File: src/rtl/uart_rx.sv
// ---------------------------------------------------------------------------
// uart_rx
// UART serial receiver driven by a 16x-oversampling tick from the baud
// generator. The asynchronous rx line is brought into the clk domain through a
// two-flop synchroniser. The start bit is confirmed by sampling it at mid-bit.
// Data bits are shifted in LSB first. An optional parity bit is then checked,
// followed by the stop bit. Each received word is presented with a one-cycle
// done strobe.
//
// Parameters
//   DBIT     data bits per frame (5..8)
//   SB_TICK  s_tick count for the stop-bit window (16/24/32 = 1/1.5/2 stop bits)
//   PARITY   0 = none, 1 = odd, 2 = even
//
// Ports
//   clk           system clock
//   reset         asynchronous, active-high reset
//   rx            serial input, asynchronous, idles high
//   s_tick        one-cycle strobe at 16x the baud rate
//   dout          last received data word
//   rx_done_tick  one-cycle pulse: dout / frame_err / parity_err are valid
//   frame_err     stop bit was sampled low in the last frame
//   parity_err    parity mismatch in the last frame (always 0 when PARITY=0)
//   busy          high whenever the receiver is not idle
// ---------------------------------------------------------------------------
module uart_rx #(
   parameter int DBIT    = 8,
   parameter int SB_TICK = 16,
   parameter int PARITY  = 0
) (
   input  logic            clk,
   input  logic            reset,
   input  logic            rx,
   input  logic            s_tick,
   output logic [DBIT-1:0] dout,
   output logic            rx_done_tick,
   output logic            frame_err,
   output logic            parity_err,
   output logic            busy
);

   typedef enum logic [2:0] {IDLE, START, DATA, PAR, STOP} state_t;

   state_t          state_reg, state_next;
   logic [4:0]      s_cnt_reg, s_cnt_next;
   logic [2:0]      n_cnt_reg, n_cnt_next;
   logic [DBIT-1:0] shift_reg, shift_next;
   logic            par_bit_reg, par_bit_next;
   logic [DBIT-1:0] dout_reg, dout_next;
   logic            done_reg, done_next;
   logic            frame_err_reg, frame_err_next;
   logic            parity_err_reg, parity_err_next;
   logic            sync1_reg, sync2_reg;
   logic            rx_s;
   logic            par_xor;
   logic            par_mismatch;

   // Two-flop synchroniser; both stages reset to the idle (high) level so a
   // reset never looks like a start edge.
   always_ff @(posedge clk or posedge reset) begin
      if (reset) begin
         sync1_reg <= 1'b1;
         sync2_reg <= 1'b1;
      end else begin
         sync1_reg <= rx;
         sync2_reg <= sync1_reg;
      end
   end

   assign rx_s = sync2_reg;

   // XOR over data and received parity bit: 1 means an odd number of ones.
   assign par_xor = (^shift_reg) ^ par_bit_reg;

   always_comb begin
      if (PARITY == 1)
         par_mismatch = ~par_xor;
      else if (PARITY == 2)
         par_mismatch = par_xor;
      else
         par_mismatch = 1'b0;
   end

   always_ff @(posedge clk or posedge reset) begin
      if (reset) begin
         state_reg      <= IDLE;
         s_cnt_reg      <= 5'd0;
         n_cnt_reg      <= 3'd0;
         shift_reg      <= '0;
         par_bit_reg    <= 1'b0;
         dout_reg       <= '0;
         done_reg       <= 1'b0;
         frame_err_reg  <= 1'b0;
         parity_err_reg <= 1'b0;
      end else begin
         state_reg      <= state_next;
         s_cnt_reg      <= s_cnt_next;
         n_cnt_reg      <= n_cnt_next;
         shift_reg      <= shift_next;
         par_bit_reg    <= par_bit_next;
         dout_reg       <= dout_next;
         done_reg       <= done_next;
         frame_err_reg  <= frame_err_next;
         parity_err_reg <= parity_err_next;
      end
   end

   always_comb begin
      state_next      = state_reg;
      s_cnt_next      = s_cnt_reg;
      n_cnt_next      = n_cnt_reg;
      shift_next      = shift_reg;
      par_bit_next    = par_bit_reg;
      dout_next       = dout_reg;
      done_next       = 1'b0;
      frame_err_next  = frame_err_reg;
      parity_err_next = parity_err_reg;

      case (state_reg)
         IDLE: begin
            // s_tick is deliberately ignored here; the start edge alone
            // aligns the oversampling count to the incoming frame.
            if (!rx_s) begin
               state_next = START;
               s_cnt_next = 5'd0;
            end
         end
         START: begin
            if (s_tick) begin
               if (s_cnt_reg == 5'd7) begin
                  // Mid start bit: still low means a real frame, otherwise a
                  // glitch that is dropped without a strobe.
                  if (!rx_s) begin
                     state_next = DATA;
                     s_cnt_next = 5'd0;
                     n_cnt_next = 3'd0;
                  end else begin
                     state_next = IDLE;
                  end
               end else begin
                  s_cnt_next = s_cnt_reg + 5'd1;
               end
            end
         end
         DATA: begin
            if (s_tick) begin
               if (s_cnt_reg == 5'd15) begin
                  s_cnt_next = 5'd0;
                  shift_next = {rx_s, shift_reg[DBIT-1:1]};
                  if (n_cnt_reg == 3'(DBIT - 1))
                     state_next = (PARITY != 0) ? PAR : STOP;
                  else
                     n_cnt_next = n_cnt_reg + 3'd1;
               end else begin
                  s_cnt_next = s_cnt_reg + 5'd1;
               end
            end
         end
         PAR: begin
            if (s_tick) begin
               if (s_cnt_reg == 5'd15) begin
                  par_bit_next = rx_s;
                  s_cnt_next   = 5'd0;
                  state_next   = STOP;
               end else begin
                  s_cnt_next = s_cnt_reg + 5'd1;
               end
            end
         end
         STOP: begin
            if (s_tick) begin
               if (s_cnt_reg == 5'(SB_TICK - 1)) begin
                  state_next      = IDLE;
                  dout_next       = shift_reg;
                  frame_err_next  = ~rx_s;
                  parity_err_next = par_mismatch;
                  done_next       = 1'b1;
               end else begin
                  s_cnt_next = s_cnt_reg + 5'd1;
               end
            end
         end
         default: begin
            state_next = IDLE;
         end
      endcase
   end

   assign dout         = dout_reg;
   assign rx_done_tick = done_reg;
   assign frame_err    = frame_err_reg;
   assign parity_err   = parity_err_reg;
   assign busy         = (state_reg != IDLE);

endmodule

File: config.mk
export PLATFORM = sky130hd
export DESIGN_NAME = uart_rx
export DESIGN_NICKNAME = d
export VERILOG_FILES = /design/src/rtl/uart_rx.sv
export SDC_FILE = /design/constraint.sdc
export NUM_CORES = 1
export LEC_CHECK = 0
export ABC_AREA = 1
export CAP_MARGIN = 25
export CORE_AREA = 2 2 56 58
export DETAILED_ROUTE_END_ITERATION = 8
export DIE_AREA = 0 0 58 60
export PLACE_DENSITY_LB_ADDON = 0.08
export RECOVER_POWER = 50
export SLEW_MARGIN = 20
export SYNTH_ARGS = -nofsm -noshare
export SYNTH_HDL_FRONTEND = slang
export SYNTH_SLANG_ARGS = --single-unit
export TNS_END_PERCENT = 30
File: constraint.sdc
create_clock -name clk -period 3 [get_ports clk]
set_input_delay 0.6 -clock clk [delete_from_list [all_inputs] [get_ports clk]]
set_output_delay 0.6 -clock clk [all_outputs]
set_load 0.01 [all_outputs]
Word-level counts from Yosys, hierarchy flattened
Cells that the tools add are included.
{"block": "totals", "ff_bits": 31, "out_inout_bits": 12, "elab_cells": 73}
{"block": "classes", "n_addsub": 2, "n_eq_ne": 21, "n_mux": 30, "n_bitwise": 1, "n_reduce_logical": 10}
{"op": "$mux 3", "count": 16}
{"op": "$mux 5", "count": 7}
{"op": "$ne 2x2->1 const B", "count": 13}
{"op": "$pmux 5 s4", "count": 1}
{"op": "$pmux 3 s5", "count": 1}
{"op": "$reduce_and 10->1", "count": 1}
{"op": "$reduce_and 7->1", "count": 1}
{"op": "$eq 3x2->1 const B", "count": 2}
{"op": "$eq 3x3->1 const B", "count": 2}
{"op": "$pmux 3 s2", "count": 1}
{"op": "$reduce_and 3->1", "count": 2}
{"op": "$add 5x1->5 const B", "count": 1}
{"op": "$eq 5x3->1 const B", "count": 1}
{"op": "$eq 5x4->1 const B", "count": 1}
{"op": "$reduce_and 5->1", "count": 1}
{"op": "$reduce_bool 4->1", "count": 1}
{"op": "$add 3x1->3 const B", "count": 1}
{"op": "$eq 3x1->1 const B", "count": 1}
{"op": "$logic_not 3->1", "count": 1}
{"op": "$mux 1", "count": 3}
{"op": "$reduce_bool 3->1", "count": 1}
{"op": "$mux 2", "count": 1}
{"op": "$ne 2x1->1 const B", "count": 1}
{"op": "$reduce_bool 2->1", "count": 1}
{"op": "other kinds (2)", "count": 2}

Longest topological paths before layout
{"block": "depth", "depth_word": 5, "mapped_depth": 12, "depth_no_buf": 12}

Worst setup path after synthesis
No wires, ideal clock.
{"block": "synth_path", "path_type": "flip-flop to flip-flop", "from": "register s_cnt_reg[0]", "to": "register shift_reg[7]", "arrival_time_ns": 1.441, "setup_slack_ns": 1.441, "path_stages_with_launch": 11, "period_less_slack_ns": 1.559, "cell_sequence": "dfrtp_1 > ha_1 > nand2_1 > nor2_1 > ha_1 > nand2_1 > inv_1 > nand3_4 > buf_6 > nand2_1 > o21ai_2"}
{"block": "synth_between", "elab_chain_cells": 2}
{"element": "start: declaration", "line_no": "45", "source": "logic [4:0] s_cnt_reg, s_cnt_next;"}
{"element": "start signal: assignment", "line_no": "97", "source": "s_cnt_reg <= s_cnt_next;"}
{"element": "$eq 5x4->1", "line_no": "147", "source": "if (s_cnt_reg == 5'd15) begin"}
{"element": "$reduce_and 3->1 (no source line)"}
{"element": "end signal: assignment", "line_no": "99", "source": "shift_reg <= shift_next;"}
{"element": "end: declaration", "line_no": "47", "source": "logic [DBIT-1:0] shift_reg, shift_next;"}
No other way between the ends.
A chain may end at the register's enable or synchronous reset.

Worst setup path in the final report
{"block": "layout_path", "from": "register state_reg[2]", "to": "output busy"}
{"block": "layout_between", "elab_chain_cells": 1}
{"element": "start: declaration", "line_no": "44", "source": "state_t state_reg, state_next;"}
{"element": "start signal: assignment", "line_no": "96", "source": "state_reg <= state_next;"}
{"element": "$reduce_bool 3->1", "line_no": "193", "source": "assign busy = (state_reg != IDLE);"}
{"element": "end: declaration", "line_no": "39", "source": "output logic busy"}
No other way between the ends.

==> impl_metrics.env <==
export IMPL_outcome="complete, but fails checks"
export IMPL_violations="capacitance limit, slew limit"
export IMPL_crit_start="state_reg[2]"
export IMPL_drc_errors=0
export IMPL_synth_distinct_cells=25
export IMPL_multi_input_area_um2=719
export IMPL_maxCapViolations=1
export IMPL_numPortBuffers=14
export IMPL_final_cells=249
export IMPL_numCtsBuffers=5
export IMPL_crit_required_ns=2.40
export IMPL_dr_wl_met3_um=164
export IMPL_p_leak_nw=0.930
export IMPL_whs_ns=0.354
export IMPL_finClkSkew_ns=0.00892
export IMPL_tns_ns=0
export IMPL_power_internal_mw=0.765
export IMPL_vias_per_cell=5.12
export IMPL_boundaryPins=16
export IMPL_ir_worst_vdd_mv=0.453
export IMPL_place_gp_congestion=0.966
export IMPL_dpl_worst_slack_ns=1.03
export IMPL_post_cts_resized=0
export IMPL_slew_violations=32
export IMPL_netSwitchingFraction_pct=37.7
export IMPL_ys_seq_area_share_pct=46.9
export IMPL_r2r_start="s_cnt_reg[0]"
export IMPL_finalWirelength_um=3050
export IMPL_die_w_um=58
export IMPL_fin_nets=226
export IMPL_top_layer="met4"
export IMPL_clk_latency_ns=0.33
export IMPL_grt_overflow_total=0
export IMPL_slew_headroom_pct=-9.35
export IMPL_yosys_warnings=0
export IMPL_diodes=0
export IMPL_worst_slew_pin_transition_ns=1.64
export IMPL_crit_path_end="busy"
export IMPL_reg2reg_to="dout[1]"
export IMPL_grt_usage_pct=20.4
export IMPL_power_frac_seq_pct=41.4
export IMPL_cts_root_buf="clkbuf_4"
export IMPL_die_area_mm2=0.00348
export IMPL_grt_max_degree=32
export IMPL_pwr_share_clk_pct=25.5
export IMPL_grt_pass1_wl_um=5220
export IMPL_clk_pin_slew_worst_paths_ns=0.10
export IMPL_cts_tree="yes"
export IMPL_syn_to_final_growth_pct=12.4
export IMPL_syn_instance_count=198
export IMPL_cts_hold_buf=0
export IMPL_fillers=264
export IMPL_wl_per_cell_um=12.3
export IMPL_cts_max_level=2
export IMPL_final_util_pct=64.3
export IMPL_layout_commonest_cell="nand2_1"
export IMPL_rsz0062_at_grt="false"
export IMPL_cellPowerDensity_mw_per_mm2=658
export IMPL_final_layout_size_suffix_gt1_share_pct=17.1
export IMPL_placed_cells=242
export IMPL_min_period_ns=2.35
export IMPL_postPlaceCellArea_mm2=0.00181
export IMPL_period_share_pct=78.3
export IMPL_hold_class="register to register"
export IMPL_ff2ff_path_depth=6
export IMPL_drtPass1Iterations=4
export IMPL_syn_nets=208
export IMPL_mostFrequentLayoutCells="nand2_1, dfrtp_1, inv_1, nand3_1, clkdlybuf4s50_1"
export IMPL_endpoint_kind="primary output"
export IMPL_worstPathArrival_ns=1.75
export IMPL_place_detailed_hpwl_um=2290
export IMPL_max_freq_mhz=426
export IMPL_clk_path_buf_depth=2
export IMPL_p_comb_share_pct=33.0
export IMPL_postCtsSetupBuffers=0
export IMPL_rows=20
export IMPL_finalHoldViolCount=0
export IMPL_final_area_mm2=0.00187
export IMPL_vias=1275
export IMPL_die_h_um=60
export IMPL_start_kind="register"
export IMPL_worst_slack_ns=0.650
export IMPL_clock_sinks=31
export IMPL_ff2ff_setup_slack_ns=1.02
export IMPL_initial_core_util_pct=57.2
export IMPL_route_met2_wl_um=1500
export IMPL_placeableCoreArea_mm2=0.00290
export IMPL_detail_route_antenna_nets=0
export IMPL_critPathKind="register to primary output"
export IMPL_setup_viol=0
export IMPL_p_sw_mw=0.463
export IMPL_syn_area_mm2=0.00166
export IMPL_antenna_found_initial=0
export IMPL_grt_pass1_vias=1200
export IMPL_m1WireLength_um=1300
export IMPL_regArea_um2=778
export IMPL_total_power_mw=1.23
export IMPL_path_max_fanout=8
export IMPL_synth_area_per_cell_um2=8.39
export IMPL_synth_seq_cells=31
export IMPL_dr_first_iter_drc_count=63
## layout make-up
| class | count | share of cell area, % |
|---|---|---|
| Clock buffer | 6 | 2.21 |
| Clock inverter | 1 | 1.61 |
| Multi-Input combinational cell | 133 | 38.5 |
| Inverter | 30 | 6.03 |
| Sequential cell | 31 | 41.7 |
| Timing Repair Buffer | 15 | 7.71 |
| Tap cell | 33 | 2.21 |
## cell families after synthesis
kind of cell    after synthesis  share of synthesized area (%)
simple gates                104                           30.6
fa+ha+maj                     6                           4.52
xor+xnor                      1                          0.528
flops                        31                           46.9
compound gates               21                           8.21
buf+inv                      34                           9.04
other cells                   1                          0.226
## critical path, stage by stage (launching register included)
cell	delay [ns]
dfrtp_1	0.59
inv_1	0.14
nand2_1	0.14
clkdlybuf4s50_1	0.54
## worst min path at each step
stage                    from  depth (start not counted)  slack [ns]  endpoint
floorplan           sync1_reg                          0        0.35      rx_s
global placement    sync1_reg                          0        0.35      rx_s
detailed placement  sync1_reg                          0        0.36      rx_s
CTS                 sync1_reg                          0        0.36      rx_s
global route        sync1_reg                          0        0.38      rx_s
finish              sync1_reg                          0        0.35      rx_s
## synth_stat cells, drive strengths merged
master / n / area [um2]
nand2: 68 / 273
xor2: 1 / 8.76
dfrtp: 29 / 726
buf: 4 / 37.5
a21oi: 2 / 10.0
o21ai: 18 / 120
inv: 30 / 113
conb: 1 / 3.75
ha: 6 / 75.1
nor3: 1 / 5.00
nand3: 17 / 120
nand3b: 1 / 7.51
nor2: 17 / 103
dfstp: 2 / 52.6
o22ai: 1 / 6.26
## per-layer routing
layer	vias to the layer above	global-route usage, %
met4	0	11.0
met2	36	34.3
met5	-	0
met3	10	6.06
met1	583	23.5
li1	646	-
## power groups by stage
| stage | logic (mW) | registers [mW] | clock network (mW) |
|---|---|---|---|
| 6_report | 0.406 | 0.509 | 0.313 |
| 5_1_grt | 0.455 | 0.515 | 0.336 |
| 4_1_cts | 0.409 | 0.508 | 0.320 |
| 3_5_place_dp | 0.406 | 0.516 | 0 |
| 3_3_place_gp | 0.396 | 0.513 | 0 |
| 2_1_floorplan | 0.334 | 0.496 | 0 |
(Power assumes the default switching activity.)
